===== src/rtl/mem_access_pkg.sv =====
// mem_access_pkg: shared encodings, FSM states and lane helpers for the memory access unit
package mem_access_pkg;
  localparam logic [2:0] F3_B  = 3'b000;
  localparam logic [2:0] F3_H  = 3'b001;
  localparam logic [2:0] F3_W  = 3'b010;
  localparam logic [2:0] F3_D  = 3'b011;
  localparam logic [2:0] F3_BU = 3'b100;
  localparam logic [2:0] F3_HU = 3'b101;
  localparam logic [2:0] F3_WU = 3'b110;

  typedef enum logic [1:0] {IDLE, REQ, WAIT, RESP} state_e;

  // Encodings that do not exist for the configured width fall back to a word access.
  function automatic logic [2:0] norm_f3(input logic [2:0] f3, input logic is64);
    return (f3 == 3'b111 || (!is64 && (f3 == F3_D || f3 == F3_WU))) ? F3_W : f3;
  endfunction

  // f3 must already be normalised; f3[1:0] then encodes log2 of the access size.
  function automatic logic misaligned(input logic [2:0] f3, input logic [2:0] off);
    return f3[1:0] == 2'b01 ? off[0] : f3[1:0] == 2'b10 ? |off[1:0] : f3[1:0] == 2'b11 ? |off : 1'b0;
  endfunction

  // Drops the offset bits below the access size so a misaligned access stays inside one word.
  function automatic logic [2:0] align_off(input logic [2:0] f3, input logic [2:0] off);
    return f3[1:0] == 2'b00 ? off : f3[1:0] == 2'b01 ? {off[2:1], 1'b0} : f3[1:0] == 2'b10 ? {off[2], 2'b00} : 3'b000;
  endfunction

  function automatic logic [7:0] byte_en(input logic [2:0] f3, input logic [2:0] off);
    logic [7:0] mask;
    mask = f3[1:0] == 2'b00 ? 8'h01 : f3[1:0] == 2'b01 ? 8'h03 : f3[1:0] == 2'b10 ? 8'h0F : 8'hFF;
    return mask << off;
  endfunction

  function automatic logic [63:0] store_lanes(input logic [2:0] f3, input logic [63:0] d);
    return f3[1:0] == 2'b00 ? {8{d[7:0]}} : f3[1:0] == 2'b01 ? {4{d[15:0]}} : f3[1:0] == 2'b10 ? {2{d[31:0]}} : d;
  endfunction

  function automatic logic [63:0] load_ext(input logic [2:0] f3, input logic [63:0] rdata, input logic [2:0] off);
    logic [63:0] s;
    s = rdata >> {off, 3'b000};
    return f3 == F3_B  ? {{56{s[7]}}, s[7:0]} :
           f3 == F3_BU ? {56'd0, s[7:0]} :
           f3 == F3_H  ? {{48{s[15]}}, s[15:0]} :
           f3 == F3_HU ? {48'd0, s[15:0]} :
           f3 == F3_W  ? {{32{s[31]}}, s[31:0]} :
           f3 == F3_WU ? {32'd0, s[31:0]} : s;
  endfunction
endpackage


===== src/rtl/mem_access_unit_load_align.sv =====
// load_align: extracts the addressed lane from a raw memory word and extends it
module load_align
  import mem_access_pkg::*;
#(
  parameter int XLEN = 32
) (
  input  logic [XLEN-1:0] rdata,
  input  logic [2:0]      offset,
  input  logic [2:0]      funct3,
  output logic [XLEN-1:0] result
);
  logic [63:0] rd64;
  logic [63:0] ext;
  logic        unused_hi;
  // Widen to the package's 64-bit helper and narrow the result back
  always_comb begin
    rd64 = '0;
    rd64[XLEN-1:0] = rdata;
    ext = load_ext(funct3, rd64, offset);
  end
  assign result    = ext[XLEN-1:0];
  assign unused_hi = ^ext;
endmodule


===== src/rtl/mem_access_unit.sv =====
// mem_access_unit: load/store unit driving a variable-latency valid/ready data memory
module mem_access_unit
  import mem_access_pkg::*;
#(
  parameter int XLEN             = 32,
  parameter int ADDR_W           = 32,
  parameter bit ALLOW_MISALIGNED = 1'b0
) (
  input  logic              clk,
  input  logic              resetn,
  input  logic              memRead,
  input  logic              memWrite,
  input  logic [2:0]        funct3,
  input  logic [ADDR_W-1:0] aluResult,
  input  logic [XLEN-1:0]   aluOp2,
  input  logic              flush,
  output logic              mem_req_valid,
  input  logic              mem_req_ready,
  output logic              mem_req_we,
  output logic [ADDR_W-1:0] mem_req_addr,
  output logic [XLEN/8-1:0] mem_req_be,
  output logic [XLEN-1:0]   mem_req_wdata,
  input  logic              mem_rsp_valid,
  input  logic [XLEN-1:0]   mem_rsp_rdata,
  output logic [XLEN-1:0]   readData,
  output logic              done,
  output logic              stall,
  output logic              misalign
);
  localparam int NB   = XLEN / 8;
  localparam int OW   = $clog2(NB);
  localparam bit IS64 = XLEN == 64;

  state_e            state_q, state_d;
  logic [ADDR_W-1:0] addr_q, addr_d, addr_al;
  logic [NB-1:0]     be_q, be_d;
  logic [XLEN-1:0]   wdata_q, wdata_d, rdata_q, rdata_d, ld_res;
  logic              we_q, we_d, kill_q, kill_d;
  logic [2:0]        f3_q, f3_d, off_q, off_d, f3_n, off_raw, off_a;
  logic [63:0]       op2_64, lanes;
  logic [7:0]        be8;
  logic              req, mis, accept, hs, take, unused_bits;

  load_align #(.XLEN(XLEN)) u_load_align (
    .rdata  (mem_rsp_rdata),
    .offset (off_q),
    .funct3 (f3_q),
    .result (ld_res)
  );

  // Decode size, lane offset, enables and replicated store data of the incoming request
  always_comb begin
    f3_n = norm_f3(funct3, IS64);
    off_raw = '0;
    off_raw[OW-1:0] = aluResult[OW-1:0];
    mis = misaligned(f3_n, off_raw);
    off_a = align_off(f3_n, off_raw);
    op2_64 = '0;
    op2_64[XLEN-1:0] = aluOp2;
    lanes = store_lanes(f3_n, op2_64);
    be8 = byte_en(f3_n, off_a);
    addr_al = aluResult;
    addr_al[OW-1:0] = '0;
  end

  assign unused_bits = ^{lanes, be8};
  assign req    = (memRead || memWrite) && !flush;
  assign accept = state_q == IDLE && req && (ALLOW_MISALIGNED || !mis);
  assign hs     = mem_req_valid && mem_req_ready;
  assign take   = mem_rsp_valid && !kill_q && !flush && (state_q == WAIT || (state_q == REQ && hs));

  // State and request/response registers
  always_ff @(posedge clk) begin
    if (resetn) begin
      state_q <= IDLE;
      addr_q  <= '0;
      be_q    <= '0;
      wdata_q <= '0;
      we_q    <= 1'b0;
      f3_q    <= '0;
      off_q   <= '0;
      kill_q  <= 1'b0;
      rdata_q <= '0;
    end else begin
      state_q <= state_d;
      addr_q  <= addr_d;
      be_q    <= be_d;
      wdata_q <= wdata_d;
      we_q    <= we_d;
      f3_q    <= f3_d;
      off_q   <= off_d;
      kill_q  <= kill_d;
      rdata_q <= rdata_d;
    end
  end

  // Next state: a response with the kill flag or a same-cycle flush is swallowed without done
  always_comb begin
    state_d = state_q;
    addr_d  = addr_q;
    be_d    = be_q;
    wdata_d = wdata_q;
    we_d    = we_q;
    f3_d    = f3_q;
    off_d   = off_q;
    kill_d  = kill_q;
    rdata_d = rdata_q;
    unique case (state_q)
      IDLE: begin
        kill_d = 1'b0;
        if (accept) begin
          state_d = REQ;
          addr_d  = addr_al;
          be_d    = be8[NB-1:0];
          wdata_d = lanes[XLEN-1:0];
          we_d    = memWrite;
          f3_d    = f3_n;
          off_d   = off_a;
        end
      end
      REQ: begin
        kill_d = flush;
        if (hs) state_d = mem_rsp_valid ? (take ? RESP : IDLE) : WAIT;
        else if (flush) state_d = IDLE;
      end
      WAIT: begin
        kill_d = kill_q || flush;
        if (mem_rsp_valid) state_d = take ? RESP : IDLE;
      end
      RESP: state_d = IDLE;
    endcase
    if (take && !we_q) rdata_d = ld_res;
  end

  // Handshake and pipeline-control outputs
  always_comb begin
    mem_req_valid = state_q == REQ;
    done          = state_q == RESP;
    stall         = !resetn && (accept || state_q == REQ || state_q == WAIT);
    misalign      = !resetn && !ALLOW_MISALIGNED && state_q == IDLE && req && mis;
  end

  assign mem_req_we    = we_q;
  assign mem_req_addr  = addr_q;
  assign mem_req_be    = be_q;
  assign mem_req_wdata = wdata_q;
  assign readData      = rdata_q;
endmodule


===== config.mk =====
export PLATFORM = sky130hd
export DESIGN_NAME = mem_access_unit
export DESIGN_NICKNAME = d
export VERILOG_FILES = /design/src/rtl/mem_access_pkg.sv /design/src/rtl/mem_access_unit_load_align.sv /design/src/rtl/mem_access_unit.sv
export SDC_FILE = /design/constraint.sdc
export NUM_CORES = 1
export LEC_CHECK = 0
export CAP_MARGIN = 10
export CORE_MARGIN = 2
export CORE_UTILIZATION = 46
export CTS_CLUSTER_SIZE = 12
export DETAILED_ROUTE_END_ITERATION = 10
export PLACE_DENSITY = 0.86
export SYNTH_ARGS = -nofsm -noshare
export SYNTH_HDL_FRONTEND = slang
export SYNTH_SLANG_ARGS = --single-unit

===== constraint.sdc =====
create_clock -name clk -period 4.95 [get_ports clk]
set_input_delay 0.99 -clock clk [delete_from_list [all_inputs] [get_ports clk]]
set_output_delay 0.99 -clock clk [all_outputs]
set_load 0.01 [all_outputs]

== After elaboration in Yosys (flattened, before gate mapping) ==
Index checks and enable logic that the tools add are counted.
Cells by class
  eq/ne operators: 15
  reductions and logical operators: 32
  shift-type cells: 2
  multiplexer cells: 23
Operators with widths (number)
  two-way mux 32 bit: 6
  right shift 32 x 6 -> 32 bit: 1
  two-way mux 8 bit: 3
  two-way mux 2 bit: 8
  logical AND 1 bit: 13
  equality test 3 bit, second input constant: 4
  equality test 2 bit, second input constant: 4
  one-hot mux 2 bit (4 select lines): 1
  << shifter 8 x 2 -> 4 bit: 1
  logical OR 1 bit: 7
  zero test 1 bit: 5
  equality test 2 x 1 -> 1 bit, second input constant: 2
  zero test 2 bit: 2
  != test 2 bit, second input constant: 2
  equality test 3 x 1 -> 1 bit, second input constant: 1
  equality test 3 x 2 -> 1 bit, second input constant: 1
  zero test 3 bit: 1
  two-way mux 1 bit: 3
  two-way mux 3 bit: 1
  != test 3 x 2 -> 1 bit, second input constant: 1
  one-hot mux 1 bit (3 select lines): 1
  AND reduction 3 bit: 1
  nonzero test 3 bit: 1
  AND reduction 2 bit: 1
  OR reduction 2 bit: 1
Storage, ports and cells
  flip-flop bits (word level): 108
  input bits: 106
  output and inout port bits: 105
  logic and storage cells: 81

== Longest topological paths before layout ==
Gate-level depths: netlist of the first run.
  depth in word-level cells: 13
  mapped depth: 8
  mapped depth without buffers: 6

== Hierarchy ==
Synthesis of the first run repeated with hierarchy kept, for this count alone.
Unflattened totals
  cell total of the unflattened synthesis: 604
  area total of the unflattened synthesis: 5240.0 um^2
By module, submodules not included
  mem_access_unit: sequential area each 2142.1 um^2, cells each 497, times used 1, area each 4423.0 um^2
  load_align: sequential area each 0.0 um^2, cells each 107, times used 1, area each 817.0 um^2

== Least setup slack after synthesis of the first run ==
OpenSTA, ideal clock, no wires.
  path kind: input to output
  start: input port aluResult[1]
  end: output port stall
  data arrival time: 1.777 ns
  data required time: 3.960 ns
  stages: 4
  buffers on the path: 1
  path slack: 2.183 ns
  path through: o21ai_0 -> nand4_1 -> clkbuf_1 -> a21oi_1
Between the ends
  longest elaborated chain between the ends: 9
RTL lines
  start: declaration: RTL line mem_access_unit.sv:14  | input logic [ADDR_W-1:0] aluResult,
  OR reduction 2 bit *: RTL line mem_access_pkg.sv:20  | return f3[1:0] == 2'b01 ? off[0] : f3[1:0] == 2'b10 ? |off[1:0] : f3[1:0] == 2'b11 ? |off : 1'b0;
  two-way mux 1 bit: RTL line mem_access_pkg.sv:20
  two-way mux 1 bit * (2 in a row): RTL line mem_access_pkg.sv:20
  zero test 1 bit *: RTL line mem_access_unit.sv:68  | assign accept = state_q == IDLE && req && (ALLOW_MISALIGNED || !mis);
  logical AND 1 bit *: RTL line mem_access_unit.sv:68
  logical OR 1 bit * (2 in a row): RTL line mem_access_unit.sv:139  | stall = !resetn && (accept || state_q == REQ || state_q == WAIT);
  logical AND 1 bit *: RTL line mem_access_unit.sv:139
  end: declaration: RTL line mem_access_unit.sv:27  | output logic stall,
Mark *: on every way between the ends. The rest lies on a longest branch, timed or not.

== Worst setup path in the final report of the first run ==
  start: input port funct3[1]
  end: output port misalign
Between the ends
  longest elaborated chain between the ends: 9
  elaborated cells between the ends (all ways): 13
  those cells by class: 6 x eq/ne; 4 x mux; 3 x reduce/logical
RTL lines
  start: declaration: RTL line mem_access_unit.sv:13  | input logic [2:0] funct3,
  equality test 3 x 2 -> 1 bit / equality test 3 bit (equally long branches): RTL line mem_access_pkg.sv:15  | return (f3 == 3'b111 || (!is64 && (f3 == F3_D || f3 == F3_WU))) ? F3_W : f3;
  logical OR 1 bit (2 in a row): RTL line mem_access_pkg.sv:15
  two-way mux 3 bit *: RTL line mem_access_pkg.sv:15
  equality test 2 bit: RTL line mem_access_pkg.sv:20
  two-way mux 1 bit (2 in a row): RTL line mem_access_pkg.sv:20
  two-way mux 1 bit *: RTL line mem_access_pkg.sv:20
  logical AND 1 bit *: RTL line mem_access_unit.sv:140  | misalign = !resetn && !ALLOW_MISALIGNED && state_q == IDLE && req && mis;
  end: declaration: RTL line mem_access_unit.sv:28  | output logic misalign
Marks and branches as above.

==> run metrics, run 1 <==
status=finished clean; kind of critical path=in2out; Worst EP required=between 3000 and 4000 ps; row cnt=38; Final Setup Violations=0; Antenna Cells=0; Layout Utilization=0.674; first drt pass iteration count=5; Non-Filler Instances=a little over 900; Via Count=5280; hold path depth=2; async set-reset flop share out of synthesis=0; worst hold margin=458 ps; cell with the most instances after synthesis=nand2_1; root buffer cell=clkbuf_8; min Tclk post-route=around 3800 ps; worst hold endpoint=mem_req_addr[14]; crit path capture type=output pin; post-route cell area=0.00725 mm²; total grt overflow=0; num ports=about 210; Reg clk slew, reported paths=roughly 90 ps; Synth cell types=47; P&R area growth vs syn=44.2%; Seq/Total Area, Yosys=0.426; starting density of the core=0.468; placed cell count=between 900 and 1000; Leak Pwr=around 2.5 nW; Worst-Skew Late Latency=about 350 ps; Clock Skews=between 7 and 8 ps; final hold violation count=0; Total GRT Usage=0.269; vias per std cell=roughly 5.6; share of cells above drive strength 1=0.0428; top-area cell type share of the netlist area=0.426; Post-Syn Instances=between 600 and 700; core area=between 0.01 and 0.015 mm²; gp weighted congestion=just under 0.9; RSZ-0062 raised after global routing=false; Slew @ Worst Pin=~1100 ps; # DRC=0; FMAX=between 200 and 300 MHz; r2r endpoint=mem_req_wdata[13]; worst reg2reg startpoint=state_q[0]; setup ws final=1200 ps; fill cell count=around 900; top cells by area, synth=dfxtp_1 43%, nand2_1 10%, mux2i_1 7.2%, a21oi_1 7.0%, nor2_1 3.7%; TritonCTS Buffers=9; Post-DP Area=between 0.007 and 0.008 mm²; Routed WL=between 15 and 20 mm; maximum clock path buffer count=2; total negative slack=0 ps; Worst Hold Class=reg2reg; PwrDens=259 mW/mm²; Final period util=0.758; CTS tree=built; Antenna Nets Post-Route=0; startpoint class of the critical path=primary input; #FFs+latches synth=107; Die Wd=~110 µm; Mapped Area=about 0.005 mm²; largest net degree at the start of global routing=just under 60; Die Y=between 100 and 150 µm; CP Max Fanout=21; vias in the first global route=slightly above 5000; Peak VDD IR=between 0.2 and 0.25 mV; synth warn=0; first-pass GRT wire length=25.2 mm; # nets final=about 900; Synth Flop Type=dfxtp_1; CTS Sinks=107; Post-CTS Setup Bufs=0; Arr. time, crit path=2760 ps; per-cell routed wire length=between 15 and 20 µm; H-tree level count=3; PortBufs=between 200 and 250; reg2reg setup slack=~2500 ps; maximum capacitance violations=0; Post-synth EDFFs=0; fin. max-slew vios=0; antenna violations before repair=0; Avg Inst Size Synth=8.13 µm²; Post-synth top cells=140 x nand2_1, 107 x dfxtp_1, 70 x a21oi_1, 50 x nor2_1, 36 x mux2i_1; Reg2Reg Depth=6; pre-CTS setup slack=1190 ps; CTS resizes=0; Hold Buf Count CTS=0; die area=around 0.012 mm²; worst hold start=mem_req_addr[14]; dominant cell type by area after synthesis=dfxtp_1; relative slew slack=0.270; Initial DRC Count=276; HPWL after DPL=11.7 mm; overall power=1.88 mW
## where the power goes
group          total (mW)  switching (mW)  internal [mW]
sequential          0.937          0.0301          0.907
clock               0.502           0.281          0.221
combinational       0.437           0.212          0.224
total                1.88           0.524           1.35
## how the worst max path moves through the flow
| stage | slack, ps | cells past startpoint | startpoint | to |
|---|---|---|---|---|
| 2_1_floorplan | 2180 | 4 | aluResult[1] | stall |
| 3_3_place_gp | 1200 | 5 | funct3[1] | misalign |
| 3_5_place_dp | 1190 | 5 | funct3[1] | misalign |
| 4_1_cts | 1190 | 5 | funct3[1] | misalign |
| 5_1_grt | 1050 | 5 | aluResult[0] | stall |
| 6_report | 1200 | 5 | funct3[1] | misalign |
## layout by cell type, fill, tap and decap left out, types with 2 or more instances in the layout
cell type,instances
a211oi_1,17
a21oi_1,70
a22oi_1,9
a311oi_1,10
buf_4,9
clkbuf_8,12
clkdlybuf4s50_1,207
clkinv_2,2
conb_1,2
dfxtp_1,107
ha_1,6
inv_1,7
mux2_2,5
mux2i_1,36
nand2_1,140
nand3_1,6
nor2_1,49
nor2b_1,3
nor3_1,7
o211ai_1,13
o21ai_0,22
o21bai_1,4
o22ai_1,5
o2bb2ai_1,7
o31ai_1,2
o32ai_1,17
## critical path, cell delays in order
cell and delay, ps:
clkdlybuf4s50_1 460, buf_4 270, o21ai_0 200, a211oi_1 260
clkdlybuf4s50_1 570
## final cells by class
cell class              count  area (µm²)  area share
clock inverters             2        10.0     0.00138
well taps                 140         175      0.0242
clock buffers              13         169      0.0233
flip-flops and latches    107        2140       0.296
inverters                   7        26.3     0.00363
repair buffers            216        2140       0.295
multi-input cells         450        2580       0.357
## metal layers
metal | routed length [µm] | GRT usage | vias to the layer above
li1 | - | - | 2519
met1 | 6190 | 0.313 | 2504
met2 | 7970 | 0.466 | 240
met3 | 1630 | 0.0940 | 17
met4 | 274 | 0.0769 | 0
met5 | 0 | 0 | -
## sequential cells by signal, summed over array words and instances, names as in the netlist
signal and count:
mem_req_wdata 32, readData 32, mem_req_addr 30, mem_req_be 4, f3_q 3, off_q 2
state_q 2, kill_q 1, mem_req_we 1
## cell families (layout without fill, tap and decap cells)
group | Yosys count | count (layout) | share of synthesized area
buf+inv | 62 | 238 | 0.0608
fa+ha+maj | 6 | 6 | 0.0149
flops | 107 | 107 | 0.426
compound gates | 183 | 183 | 0.238
other cells | 1 | 2 | 0.000746
simple gates | 218 | 218 | 0.176
mux | 41 | 41 | 0.0829
Power figures use the tool's default switching activity.
==> run 2: changes to the inputs <==
--- a/config.mk
+++ b/config.mk
@@ -7,10 +7,10 @@
 export LEC_CHECK = 0
 export CAP_MARGIN = 10
 export CORE_MARGIN = 2
-export CORE_UTILIZATION = 46
+export CORE_UTILIZATION = 43
 export CTS_CLUSTER_SIZE = 12
 export DETAILED_ROUTE_END_ITERATION = 10
-export PLACE_DENSITY = 0.86
+export PLACE_DENSITY = 0.81
 export SYNTH_ARGS = -nofsm -noshare
 export SYNTH_HDL_FRONTEND = slang
 export SYNTH_SLANG_ARGS = --single-unit
==> constraint.sdc (replaced) <==
create_clock -name clk -period 3.77 [get_ports clk]
set_input_delay 0.754 -clock clk [delete_from_list [all_inputs] [get_ports clk]]
set_output_delay 0.754 -clock clk [all_outputs]
set_load 0.01 [all_outputs]
==> run 2 against run 1 <==
Sequential share of layout area is 0.46 points lower. Cell area increased by 1.6%. Clock skew fell by 3.5 ps. Count of clock-buffer cells in the layout is 3 lower. Flip-flop and latch count unchanged. Clock power rose by 74%. Power is 43% higher. Wire length increased by 3.3%.
==> run metrics, run 2 (same netlist as run 1, synthesis figures left out) <==
Top Usage Layer GRT=met2 (unchanged); Routed WL=16.6 mm (was 16.1 mm); met1 Usage GRT=0.285 (was 0.313); PortBufs=208 (unchanged); commonest non-fill, non-tap cell in the layout=clkdlybuf4s50_1 (unchanged); maximum clock path buffer count=2 (unchanged); relative slew slack=0.305 (was 0.270); Antenna Cells=0 (unchanged); Final period util=0.861; core area=0.0114 mm² (was 0.0107 mm²); first drt pass iteration count=5 (unchanged); Non-Filler Instances=939 (was 935); Slew @ Worst Pin=1040 ps (was 1090 ps); Worst EP required=3020 ps (was 3960 ps); status=finished clean (unchanged); num ports=211 (unchanged); Initial DRC Count=259 (was 276); Antenna Nets Post-Route=0 (unchanged); antenna violations before repair=0 (unchanged); per-cell routed wire length=17.7 µm (was 17.2 µm); total negative slack=0 ps (unchanged); fill cell count=999 (was 879); Worst Hold Class=reg2reg (unchanged); min Tclk post-route=3250 ps; crit path capture type=output pin (unchanged); CTS Sinks=107 (unchanged); vias in the first global route=5215 (was 5069); HPWL after DPL=12.0 mm (was 11.7 mm); share of cells above drive strength 1=0.0452 (was 0.0428); PwrDens=365 mW/mm² (was 259 mW/mm²); pre-CTS setup slack=543 ps (was 1190 ps); Reg clk slew, reported paths=70 ps (was 90 ps); kind of critical path=in2out (unchanged); M2 GR Usage=0.431 (was 0.466); Clock Skews=3.69 ps (was 7.20 ps); CP Max Fanout=7 (was 21); setup ws final=525 ps (was 1200 ps); Leak Pwr=2.51 nW (was 2.47 nW); die area=0.0126 mm² (was 0.0118 mm²); # DRC=0 (unchanged); Worst-Skew Late Latency=340 ps (was 350 ps); Total GRT Usage=0.255 (was 0.269); total grt overflow=0 (unchanged); startpoint class of the critical path=primary input (unchanged); Peak VDD IR=0.273 mV (was 0.214 mV); row cnt=39 (was 38); RSZ-0062 raised after global routing=false (unchanged); Hold Buf Count CTS=0 (unchanged); Arr. time, crit path=2490 ps (was 2760 ps); fin. max-slew vios=0 (unchanged); met3 GRT Util=0.102 (was 0.0940); Post-CTS Setup Bufs=0 (unchanged); root buffer cell=clkbuf_16 (was clkbuf_8); worst hold margin=451 ps (was 458 ps); Via Count=5236 (was 5280); post-route cell area=0.00736 mm² (was 0.00725 mm²); first-pass GRT wire length=26.0 mm (was 25.2 mm); placed cell count=924 (was 920); multi-input logic area=0.00258 mm² (unchanged); P&R area growth vs syn=46.5% (was 44.2%); Post-DP Area=0.00709 mm² (was 0.00707 mm²); Final Setup Violations=0 (unchanged); gp weighted congestion=0.854 (was 0.873); # nets final=904 (was 903); maximum capacitance violations=0 (unchanged); FMAX=308 MHz; final hold violation count=0 (unchanged); largest net degree at the start of global routing=86 (was 58); Die Y=112 µm (was 109 µm); H-tree level count=3 (unchanged); CTS resizes=0 (unchanged); commonest cells after routing, fill and taps aside=207 x clkdlybuf4s50_1, 140 x nand2_1, 107 x dfxtp_1, 70 x a21oi_1, 49 x nor2_1 (unchanged); CTS tree=built (unchanged); TritonCTS Buffers=9 (unchanged); starting density of the core=0.440 (was 0.468); Die Wd=112 µm (was 109 µm); vias per std cell=5.58 (was 5.65); storage element area=0.00214 mm² (unchanged)
[run 2: cell count changes in the layout (fill, tap and decap cells not counted), sizes merged]
cell / before / now
buf: 9 / 10
clkbuf: 13 / 10
clkinv: 2 / 3
clkinvlp: 0 / 2
[run 2: where the power goes]
part           internal (mW)  total, mW  switching (mW)
combinational          0.297      0.577           0.280
clock                  0.459      0.874           0.415
sequential              1.19       1.23          0.0407
total                   1.95       2.68           0.736
[run 2: stage by stage]
| step | util | total power [mW] |
|---|---|---|
| floorplan | - | 1.52 |
| CTS | 0.645 | 2.69 |
| global route | 0.645 | 2.80 |
| detailed placement | 0.621 | 1.83 |
| finish | 0.645 | 2.68 |
| global placement | 0.621 | 1.81 |
[run 2: cell type report]
cell class,instances,area share
Timing Repair Buffer,217,0.293
Multi-Input combinational cell,450,0.351
Clock inverter,5,0.00408
Sequential cell,107,0.291
Tap cell,143,0.0243
Inverter,7,0.00357
Clock buffer,10,0.0325
[run 2: layer usage]
layer  share of wire  wire, µm
met5               0         0
met4           0.033       554
met3            0.11      1820
met2            0.48      7970
met1            0.38      6260
[run 2: critical path, stage by stage]
cell and delay (ps):
clkdlybuf4s50_1 520, o21ai_0 340, nand4_1 170, a21oi_1 150, clkdlybuf4s50_1 550
[run 2: path summary, 6_finish.rpt]
| check | slack [ps] | cells after the start | end | startpoint |
|---|---|---|---|---|
| hold / removal | 450 | 2 | mem_req_be[1] | mem_req_be[1] |
| setup reg to reg | 1230 | 4 | readData[25] | off_q[0] |
| hold reg to reg | 450 | 2 | mem_req_be[1] | mem_req_be[1] |
| setup / recovery | 520 | 5 | stall | aluResult[1] |
==> variant: new RTL, config.mk and constraints of run 1 <==
Reset style: asynchronous (`resetn`), changed in one clocked block.
--- a/src/rtl/mem_access_unit.sv
+++ b/src/rtl/mem_access_unit.sv
@@ -71,5 +71,5 @@
 
   // State and request/response registers
-  always_ff @(posedge clk) begin
+  always_ff @(posedge clk or posedge resetn) begin
     if (resetn) begin
       state_q <= IDLE;
Formal check against the unedited RTL: differs if resetn is asserted again (counterexample within 4 cycles, from zero or initial values and one cycle with resetn high); with resetn held inactive, the same outputs for 4 cycles.
==> variant against run 1 <==
Sequential cell count is the same; critical path type unchanged; cell area is 6.5% higher; area after synthesis rose by 6.2%; highest routed layer unchanged; hold slack improved by 0.024 ns; setup slack worse by 0.28 ns; routed wire length grew 0.24%; clock skew hardly changed; utilization increased by 0.46 points; count of clock-buffer cells in the layout fell by 3; largest cell class is now flip-flops and latches.
Power is not compared: it rests on default switching activity, and its combinational part moved more than twofold at a synthesized area within 25%.
==> variant: results (changes against run 1) <==
[grt]
antenna_found_initial = 0  ; unchanged
grt.total_usage = 0.260  ; -0.00874
grt_pass1_wl_mm = 26.3  ; +4.5%
grt_max_degree = 97  ; +67%
grt_pass1_vias = 5329  ; +5.1%

[place]
place_area_um2 = 7440  ; +5.2%
gp_congestion = 0.919  ; +5.3%
hpwl_mm = 11.7  ; -0.65%
port_buffers = 208  ; unchanged

[synthesis]
ys_top_cells_by_area = dfrtp_1 50%, nand2_1 11%, mux2i_1 7.9%
yosysUniqueCellTypes = 46  ; -2.1%
synth_warnings = 0  ; unchanged
ys_seq_area_frac = 0.502  ; +0.0752
yosys-top-cells-count = 162 x nand2_1, 107 x dfrtp_1, 42 x mux2i_1, 39 x nor2_1, 34 x o21ai_0
synthArstFlopShare = 1.00  ; +1.00

[final_layout]
seqCellArea_um2 = 2680  ; +25%
n_fill_cell = 910  ; +3.5%
fin_nets = 878  ; -2.8%
drive_gt1_frac = 0.0558  ; +0.0130
diodes = 0  ; unchanged

[routing]
drt_first_pass_iters = 5  ; unchanged
dr.first_iter.drc_count = 403  ; +46%
wl_mm = 16.1  ; +0.24%
vias = 5085  ; -3.7%

[clock_tree]
clk_pin_slew_ns = 0.07  ; -0.02 ns
postCtsResizedCells = 0  ; unchanged
htree_levels = 3  ; unchanged
cts_buffers = 9  ; unchanged
cts-root-buf = clkbuf_16
clk_latency_ns = 0.34
clockBufferDepth = 2  ; unchanged
post-cts-setup-buffers = 0  ; unchanged

[setup_path]
cp_top_family = buffers and inverters
crit_fanout = 6  ; -71%
max_stage_delay_ns = 0.55  ; -0.02 ns
critPathArrivalTime_ns = 3.04  ; +0.28 ns
slowest_stage = clkdlybuf4s50_1

[power_and_ir_drop]
peakVddDrop_mv = 0.316
p_leak_nw = 3.37

[sta]
skew_ns = 0.00746  ; +0.000256 ns
max-slew-margin-rel = 0.269  ; -0.00107

[run_status]
outcome = finished clean

-- variant: cell types whose count changed in the layout (fill, tap and decap cells not counted), sizes merged, moves of 15 or more --
cell / change
o22ai: +25
nand2: +22
dfxtp: -107
o32ai: -15
a21oi: -44
dfrtp: +107
-- variant: logic make-up after synthesis --
| kind of cell | Yosys count | synth area share |
|---|---|---|
| and+or+nand+nor | 246 | 0.194 |
| other | 1 | 0.000702 |
| adders and majority gates | 5 | 0.0117 |
| muxes | 51 | 0.0977 |
| DFF | 107 | 0.502 |
| AOI/OAI and AO/OA | 121 | 0.143 |
| buffers and inverters | 51 | 0.0511 |
-- variant: worst min-delay path: cells and delay by family (launching register included) --
family | cells | cell delay [ns]
and+or+nand+nor | 2 | 0.10
DFF | 1 | 0.35
-- variant: through the flow --
stage,instances,power (mW),setup WS (ns),hold slack (ns)
6_report,914,4.52,0.918,0.482
5_1_grt,914,4.80,0.853,0.507
4_1_cts,914,4.53,0.923,0.486
3_5_place_dp,899,3.82,0.928,0.462
3_3_place_gp,899,3.72,0.968,0.457
2_1_floorplan,583,2.66,1.14,0.472
-- variant: power breakdown --
part           internal, mW  switching, mW
Combinational          1.17           1.07
Clock                 0.388          0.309
Sequential             1.29          0.293
-- variant: area by class of cell --
| class | count | share of cell area |
|---|---|---|
| Multi-Input combinational cell | 425 | 0.310 |
| Sequential cell | 107 | 0.347 |
| Clock buffer | 10 | 0.0297 |
| Timing Repair Buffer | 219 | 0.280 |
| Inverter | 5 | 0.00276 |
| Tap cell | 143 | 0.0232 |
| Clock inverter | 5 | 0.00713 |
-- variant: path summary, 6_finish.rpt --
check / slack, ns / startpoint / depth (start not counted) / endpoint
hold / removal: 0.48 / mem_req_addr[22] / 2 / mem_req_addr[22]
hold reg to reg: 0.48 / mem_req_addr[22] / 2 / mem_req_addr[22]
setup / recovery: 0.92 / aluResult[1] / 5 / stall
max in group asynchronous: 3.06 / resetn / 3 / mem_req_addr[8]
min in group asynchronous: 1.03 / resetn / 2 / mem_req_be[0]
setup reg to reg: 2.39 / off_q[1] / 4 / readData[17]
-- variant: metal layers --
layer / wire length (um) / up-vias / global-route usage
met4: 558 / 0 / 0.115
met1: 6040 / 2431 / 0.304
met3: 1640 / 47 / 0.0860
met5: 0 / - / 0
li1: - / 2342 / -
met2: 7870 / 265 / 0.438
